[src/rtl/tdm_demux4_if.sv]
// tdm_demux4_if
// Bundles the serial slot stream and the per-channel results of the TDM
// demultiplexer so the block and its driver share one definition.
//
// Signals:
//   din          serial data bit for the current slot
//   din_valid    din carries a slot bit this cycle
//   frame_start  marks din as slot 0 of a new frame (only with din_valid)
//   ch[3:0]      per-channel latched value, ch[k] = last bit taken in slot k
//   ch_strobe    one-hot pulse, bit k set the cycle after slot k is taken
//   word[3:0]    last complete frame, word[k] = slot k bit
//   frame_done   one-cycle pulse when word updates
//   sync_err     one-cycle pulse when a frame start arrives mid-frame
//
// Modports:
//   master  drives the serial stream, observes the channel outputs
//   slave   the demultiplexer itself
interface tdm_demux4_if;
    logic       din;
    logic       din_valid;
    logic       frame_start;
    logic [3:0] ch;
    logic [3:0] ch_strobe;
    logic [3:0] word;
    logic       frame_done;
    logic       sync_err;

    modport master (
        output din, din_valid, frame_start,
        input  ch, ch_strobe, word, frame_done, sync_err
    );

    modport slave (
        input  din, din_valid, frame_start,
        output ch, ch_strobe, word, frame_done, sync_err
    );
endinterface

[src/rtl/tdm_demux4.sv]
// tdm_demux4
// 1-to-4 time-division demultiplexer. A serial stream carries four slots per
// frame; frame_start tags slot 0. Each accepted bit is latched into its
// channel, and a completed frame is presented as a 4-bit word. This is the
// receiving end of the 4:1 selector path.
//
// Ports:
//   clk   rising-edge clock
//   rst   synchronous active-high reset
//   bus   tdm_demux4_if.slave: din/din_valid/frame_start in,
//         ch/ch_strobe/word/frame_done/sync_err out (all registered)
module tdm_demux4 (
    input  logic          clk,
    input  logic          rst,
    tdm_demux4_if.slave   bus
);

    typedef enum logic {
        HUNT = 1'b0,
        RECV = 1'b1
    } state_e;

    state_e     state_q, state_d;
    logic [1:0] slot_q, slot_d;
    logic [3:0] ch_q, ch_d;
    logic [3:0] chStrobe_q, chStrobe_d;
    logic [3:0] word_q, word_d;
    logic       frameDone_q, frameDone_d;
    logic       syncErr_q, syncErr_d;

    // Every output comes straight from a register, so the cycle after a bit
    // is accepted is when ch/ch_strobe (and word/frame_done for slot 3) show
    // it. Reset wins over all inputs and throws away any partial frame.
    always_ff @(posedge clk) begin
        if (rst) begin
            state_q     <= HUNT;
            slot_q      <= 2'd0;
            ch_q        <= 4'd0;
            chStrobe_q  <= 4'd0;
            word_q      <= 4'd0;
            frameDone_q <= 1'b0;
            syncErr_q   <= 1'b0;
        end else begin
            state_q     <= state_d;
            slot_q      <= slot_d;
            ch_q        <= ch_d;
            chStrobe_q  <= chStrobe_d;
            word_q      <= word_d;
            frameDone_q <= frameDone_d;
            syncErr_q   <= syncErr_d;
        end
    end

    // Next-state logic. Pulses default low so they last exactly one cycle;
    // everything else holds unless a valid bit is taken. In HUNT only a
    // tagged slot 0 is taken, anything else is dropped. In RECV a frame_start
    // resynchronises: the partial frame is abandoned (word untouched) and the
    // bit becomes slot 0 of a new frame. Slot 3 closes the frame, builds the
    // word from the three latched channels plus the incoming bit, and drops
    // back to HUNT so a following frame_start is taken with no gap cycle.
    always_comb begin
        state_d     = state_q;
        slot_d      = slot_q;
        ch_d        = ch_q;
        word_d      = word_q;
        chStrobe_d  = 4'd0;
        frameDone_d = 1'b0;
        syncErr_d   = 1'b0;

        if (bus.din_valid) begin
            case (state_q)
                HUNT: begin
                    if (bus.frame_start) begin
                        ch_d[0]    = bus.din;
                        chStrobe_d = 4'b0001;
                        slot_d     = 2'd1;
                        state_d    = RECV;
                    end
                end
                RECV: begin
                    if (bus.frame_start) begin
                        syncErr_d  = 1'b1;
                        ch_d[0]    = bus.din;
                        chStrobe_d = 4'b0001;
                        slot_d     = 2'd1;
                    end else begin
                        ch_d[slot_q] = bus.din;
                        chStrobe_d   = 4'b0001 << slot_q;
                        slot_d       = slot_q + 2'd1;
                        if (slot_q == 2'd3) begin
                            word_d      = {bus.din, ch_q[2:0]};
                            frameDone_d = 1'b1;
                            state_d     = HUNT;
                        end
                    end
                end
                default: begin
                    state_d = HUNT;
                end
            endcase
        end
    end

    assign bus.ch         = ch_q;
    assign bus.ch_strobe  = chStrobe_q;
    assign bus.word       = word_q;
    assign bus.frame_done = frameDone_q;
    assign bus.sync_err   = syncErr_q;

endmodule

[src/flat_wrapper.sv]
// flat-port wrapper written by rule: the top's interface ports become plain ports
module tdm_demux4_flat 
  (clk, rst, bus_din, bus_din_valid, bus_frame_start, bus_ch, bus_ch_strobe, bus_word, bus_frame_done, bus_sync_err);
  tdm_demux4_if bus_i ();
  input  logic clk;
  input  logic rst;
  input wire logic [$bits(bus_i.din)-1:0] bus_din;
  input wire logic [$bits(bus_i.din_valid)-1:0] bus_din_valid;
  input wire logic [$bits(bus_i.frame_start)-1:0] bus_frame_start;
  output wire logic [$bits(bus_i.ch)-1:0] bus_ch;
  output wire logic [$bits(bus_i.ch_strobe)-1:0] bus_ch_strobe;
  output wire logic [$bits(bus_i.word)-1:0] bus_word;
  output wire logic [$bits(bus_i.frame_done)-1:0] bus_frame_done;
  output wire logic [$bits(bus_i.sync_err)-1:0] bus_sync_err;
  assign bus_i.din = bus_din;
  assign bus_i.din_valid = bus_din_valid;
  assign bus_i.frame_start = bus_frame_start;
  assign bus_ch = bus_i.ch;
  assign bus_ch_strobe = bus_i.ch_strobe;
  assign bus_word = bus_i.word;
  assign bus_frame_done = bus_i.frame_done;
  assign bus_sync_err = bus_i.sync_err;
  tdm_demux4 u_core (.clk(clk), .rst(rst), .bus(bus_i));
endmodule
[config.mk]
export PLATFORM = sky130hd
export DESIGN_NAME = tdm_demux4_flat
export DESIGN_NICKNAME = d
export VERILOG_FILES = /design/src/rtl/tdm_demux4_if.sv /design/src/rtl/tdm_demux4.sv /design/src/flat_wrapper.sv
export SDC_FILE = /design/constraint.sdc
export NUM_CORES = 1
export LEC_CHECK = 0
export ABC_AREA = 0
export CORE_MARGIN = 2
export CORE_UTILIZATION = 45
export DETAILED_ROUTE_END_ITERATION = 16
export GPL_ROUTABILITY_DRIVEN = 0
export PLACE_DENSITY = 0.76
export SLEW_MARGIN = 20
export SYNTH_ARGS = -nofsm -noshare
export SYNTH_HDL_FRONTEND = slang
export SYNTH_SLANG_ARGS = --single-unit
[constraint.sdc]
create_clock -name clk -period 1.59 [get_ports clk]
set_input_delay 0.159 -clock clk [delete_from_list [all_inputs] [get_ports clk]]
set_output_delay 0.159 -clock clk [all_outputs]
set_load 0.02 [all_outputs]
==> results of run 1 <==
==> registers in the layout (all words and copies together), names as in the netlist <==
| name | flops |
|---|---|
| u_core.bus.ch | 4 |
| u_core.bus.frame_done | 1 |
| u_core.bus.ch_strobe | 4 |
| u_core.slot_q | 2 |
| u_core.bus.word | 4 |
| u_core.bus.sync_err | 1 |
| u_core.state_q | 1 |
==> layout make-up <==
type	instances	area, um^2
fillers	138	559.3
flip-flops and latches	17	340.3
multi-input cells	45	319.1
repair buffers	20	195.2
clock buffers	4	26.28
well taps	16	20.02
inverters	3	11.26
==> cells in the mapped netlist, drive strengths merged (2+ instances only) <==
| library cell | number | area share (%) |
|---|---|---|
| ha | 4 | 7.2 |
| dfxtp | 17 | 49 |
| nor2 | 4 | 2.2 |
| nor4b | 3 | 6.5 |
| a22oi | 2 | 2.2 |
| a21bo | 2 | 2.9 |
| inv | 3 | 1.6 |
| nand3 | 6 | 5.1 |
| o21ai | 2 | 1.4 |
| nand2 | 6 | 3.3 |
| a21oi | 10 | 7.8 |
| buf | 3 | 2.9 |
==> how the worst max path moves through the flow <==
stage	startpoint	depth (start not counted)	slack, ns	end
3_5_place_dp	bus_din_valid	3	0.16	u_core.bus.ch_strobe[2]
5_1_grt	u_core.slot_q[0]	5	0.09	u_core.bus.ch[0]
2_1_floorplan	u_core.slot_q[0]	5	0.41	u_core.bus.ch[0]
4_1_cts	u_core.bus.ch[1]	1	0.17	bus_ch[1]
3_3_place_gp	bus_din_valid	4	0.21	u_core.bus.ch[2]
6_report	u_core.bus.ch[1]	1	0.17	bus_ch[1]
==> cells by family after synthesis <==
group	after synthesis	synth area share [%]
simple gates	24	23.55
compound gates	17	15.40
flops	17	49.28
buf+inv	6	4.528
fa+ha+maj	4	7.247
==> metal layers <==
layer  global-route usage (%)  vias to the layer above
met5                        0                        -
met4                    10.91                        0
met3                    4.255                        4
met2                    22.99                       12
met1                    17.80                      251
li1                         -                      282
==> power by group <==
part	internal, uW	switching, uW
Clock	97.5	125
Combinational	28.9	34.6
Sequential	433	7.20
==> per-stage QoR <==
step           util, %  cell area, um^2
6_report         61.99            912.1
5_1_grt          61.99            912.1
4_1_cts          61.99            912.1
3_5_place_dp     60.20            885.9
3_3_place_gp     60.20            885.9
2_1_floorplan        -            690.7
==> metrics.txt, run 1 <==
outcome=completed; post-synth cell types=22; most frequent cells in the layout=18 x clkdlybuf4s50_1, 17 x dfxtp_1, 9 x a21oi_1; hold wc startpoint=u_core.bus.word[3]; Post-Syn Nets=77; Final Setup Violations=0; GRT Resource Usage Total=15.08%; worst path cell trace=clkdlybuf4s50_1; cell total after placement=101; GRT overflow=0; metal2 WL=598 um; Ports=19; critical path capture point type=primary output; Mapped Avg Cell Area=10.16 um^2; hpwl dp=947.7 um; CTS Buffer Depth=2; PnR worst setup slack=0.1749 ns; Pins Over Slew Limit=0; Worst Path Required=1.43 ns; final worst-path cycle share=89.00%; Initial Util=46.94%; drt pass-1 iters=4; number of core rows=14; r2r startpoint=u_core.slot_q[0]; CP bufs+invs=1; # nets final=99; CTS tree=built; post-cts gate resize count=0; Port Buffer Count=18; CORE AREA=1471 um^2; dpl ws=0.1598 ns; via total after detailed routing=549; FF+latch count, synth=17; Final Hold Fails=0; first-pass GRT wire length=2.042 mm; Fmax=706.7 MHz; H-tree levels=1; Fin Hold WS=0.4589 ns; leading cell type in the layout, fill and taps excluded=clkdlybuf4s50_1; cell leakage power=0.0003269 uW; critical path class=reg -> out; WHS Endpoint=u_core.bus.word[3]; crit path max fanout=3; critical path launch point type=register; Worst-Margin Slew=0.4391 ns; maximum VDD drop=0.4786 mV; Die Span X=43.18 um; initial drt markers=6; final antenna-violating net count=0; Worst R2R Path Depth=5; CP top delay family=buffers and inverters; Total Power=725.9 uW; Worst Path Arrival=1.26 ns; Hold Path Stages=2; Hold Buf Count CTS=0; Max Cap Viol=0; postcts setup bufs=0; slowest CP cell=clkdlybuf4s50_1; RR Endpoint=u_core.bus.ch[0]; Synth Warn #=0; share of cells above drive strength 1=14.61%; vias per cell=5.229; initial antenna violation count=0; max layer used=met4; Final Skew=0.001055 ns; DRT met1 WL=575 um; power per standard cell area=795.8 nW/um^2; Die Y=43.18 um; DRC Markers=0; Routed WL per cell=12.00 um; CTS clk-pin slew, worst paths=0.09 ns; cell area after synthesis=690.7 um^2; largest net degree at the start of global routing=14; R2R Setup Slk=0.22 ns; clk_lat worst skew=0.28 ns; RSZ-0062 raised after global routing=false; Async S/R FF share, synth=0%; Post-synth EDFFs=0; area grow syn2layout=32.07%; vias in the first global route=487; Root Buffer=clkbuf_4; Synth Flop Type=dfxtp_1; clock sinks=17; min Tclk post-route=1.415 ns; Synth Instances=68; Detail Route met3 WL=61 um; slowest stage delay, CP=0.61 ns; drt total wl=1.260 mm; Seq/Total Area, Yosys=49.28%; Antenna Cells=0; post-route insts no fill=105; final setup TNS=0 ns; Slew HR=70.63%; HP Class=reg -> reg; die footprint=1864 um^2; Num CTS Buffers=3
(Power assumes the default switching activity.)
==> run 2, diff against run 1 <==
Settings changed: SKIP_CTS_REPAIR_TIMING from default to 1.
==> results of run 2 <==
Same layout as run 1: the final DEF is identical, and so are final timing and power.
==> run 3, diff against run 2 <==
Settings changed: CELL_PAD_IN_SITES_DETAIL_PLACEMENT from default to 1, CELL_PAD_IN_SITES_GLOBAL_PLACEMENT from default to 1, CORE_UTILIZATION 45 to 34, PLACE_DENSITY 0.76 to default, PLACE_DENSITY_LB_ADDON from default to 0.1.
==> metrics.txt, run 3 (same netlist as run 1, synthesis figures left out) <==
outcome=completed; final worst-path cycle share=90.44%; DRC Markers=0; drt total wl=1.496 mm; GRT Resource Usage Total=13.76%; CP Launch Point=u_core.bus.ch[0]; CP bufs+invs=1; Worst-Margin Slew=0.3383 ns; first-pass GRT wire length=2.504 mm; Worst Path Required=1.43 ns; most frequent cells in the layout=18 x clkdlybuf4s50_1, 17 x dfxtp_1, 9 x a21oi_1; Pins Over Slew Limit=0; r2r startpoint=u_core.slot_q[0]; Worst R2R Path Depth=5; min Tclk post-route=1.438 ns; largest net degree at the start of global routing=14; via total after detailed routing=574; # nets final=99; Routed WL per cell=12.90 um; crit path max fanout=3; Initial Util=35.57%; Fmax=695.4 MHz; share of cells above drive strength 1=14.61%; Ports=19; GRT overflow=0; dpl ws=0.1521 ns; Final Skew=0.007407 ns; power per standard cell area=797.9 nW/um^2; RSZ-0062 raised after global routing=false; CTS Buffer Depth=2; HP Class=reg -> reg; clock sinks=17; Slew HR=77.38%; WHS Endpoint=u_core.bus.ch[3]; register area=340.3 um^2; R2R Setup Slk=0.23 ns; area occupied by multi-input gates=319.1 um^2; final setup TNS=0 ns; RR Endpoint=u_core.bus.ch[0]; slowest CP cell=clkdlybuf4s50_1; initial antenna violation count=0; CORE AREA=1942 um^2; clk_lat worst skew=0.29 ns; Root Buffer=clkbuf_4; Worst Path Arrival=1.28 ns; Antenna Cells=0; Hold Path Stages=2; Fillers=226; Die Y=49.07 um; final antenna-violating net count=0; CTS clk-pin slew, worst paths=0.09 ns; number of core rows=16; CTS tree=built; initial drt markers=0; Max Cap Viol=0; Fin Hold WS=0.4627 ns; vias per cell=4.948; hold wc startpoint=u_core.bus.ch[3]; hpwl dp=1.128 mm; CP top delay family=buffers and inverters; worst path cell trace=clkdlybuf4s50_1; Final Hold Fails=0; leading cell type in the layout, fill and taps excluded=clkdlybuf4s50_1; vias in the first global route=554; Die Span X=49.07 um; area grow syn2layout=34.06%; H-tree levels=1; critical path capture point type=primary output; PnR worst setup slack=0.1520 ns; cell leakage power=0.0003269 uW; slowest stage delay, CP=0.62 ns; drt pass-1 iters=1; Num CTS Buffers=3; die footprint=2408 um^2; Final Setup Violations=0; maximum VDD drop=0.5035 mV; critical path class=reg -> out; Port Buffer Count=18; critical path launch point type=register
-- run 3: routing by layer --
layer	routed length [um]	global-route usage (%)
met2	697	19.37
met1	713	18.30
met4	21	10.00
met3	64	3.067
met5	0	0
-- run 3: power by group --
part | internal (uW) | switching (uW)
logic | 28.9 | 35.1
registers | 433 | 7.92
clock network | 97.6 | 136
total | 559 | 179
-- run 3: area by class of cell --
class | instances | share of cell area, %
Inverter | 3 | 1.216
Timing Repair Buffer | 20 | 21.08
Sequential cell | 17 | 36.76
Clock buffer | 4 | 2.838
Multi-Input combinational cell | 45 | 34.46
Tap cell | 27 | 3.649
-- run 3: worst max path at each step --
| stage | end | cells past startpoint |
|---|---|---|
| after floorplan | u_core.bus.ch[0] | 5 |
| after global placement | u_core.bus.ch[2] | 4 |
| after detailed placement | u_core.bus.ch[2] | 4 |
| after CTS | bus_ch[0] | 1 |
| after global routing | u_core.bus.ch[0] | 5 |
| final | bus_ch[0] | 1 |
-- run 3: per-stage QoR --
step	utilization (%)	std cells	power [uW]	area [um^2]
finish	47.68	116	738.8	925.9
global route	47.68	116	783.9	925.9
CTS	47.68	116	752.1	925.9
detailed placement	46.33	112	514.9	899.6
global placement	46.33	112	512.3	899.6
floorplan	-	68	484.9	690.7
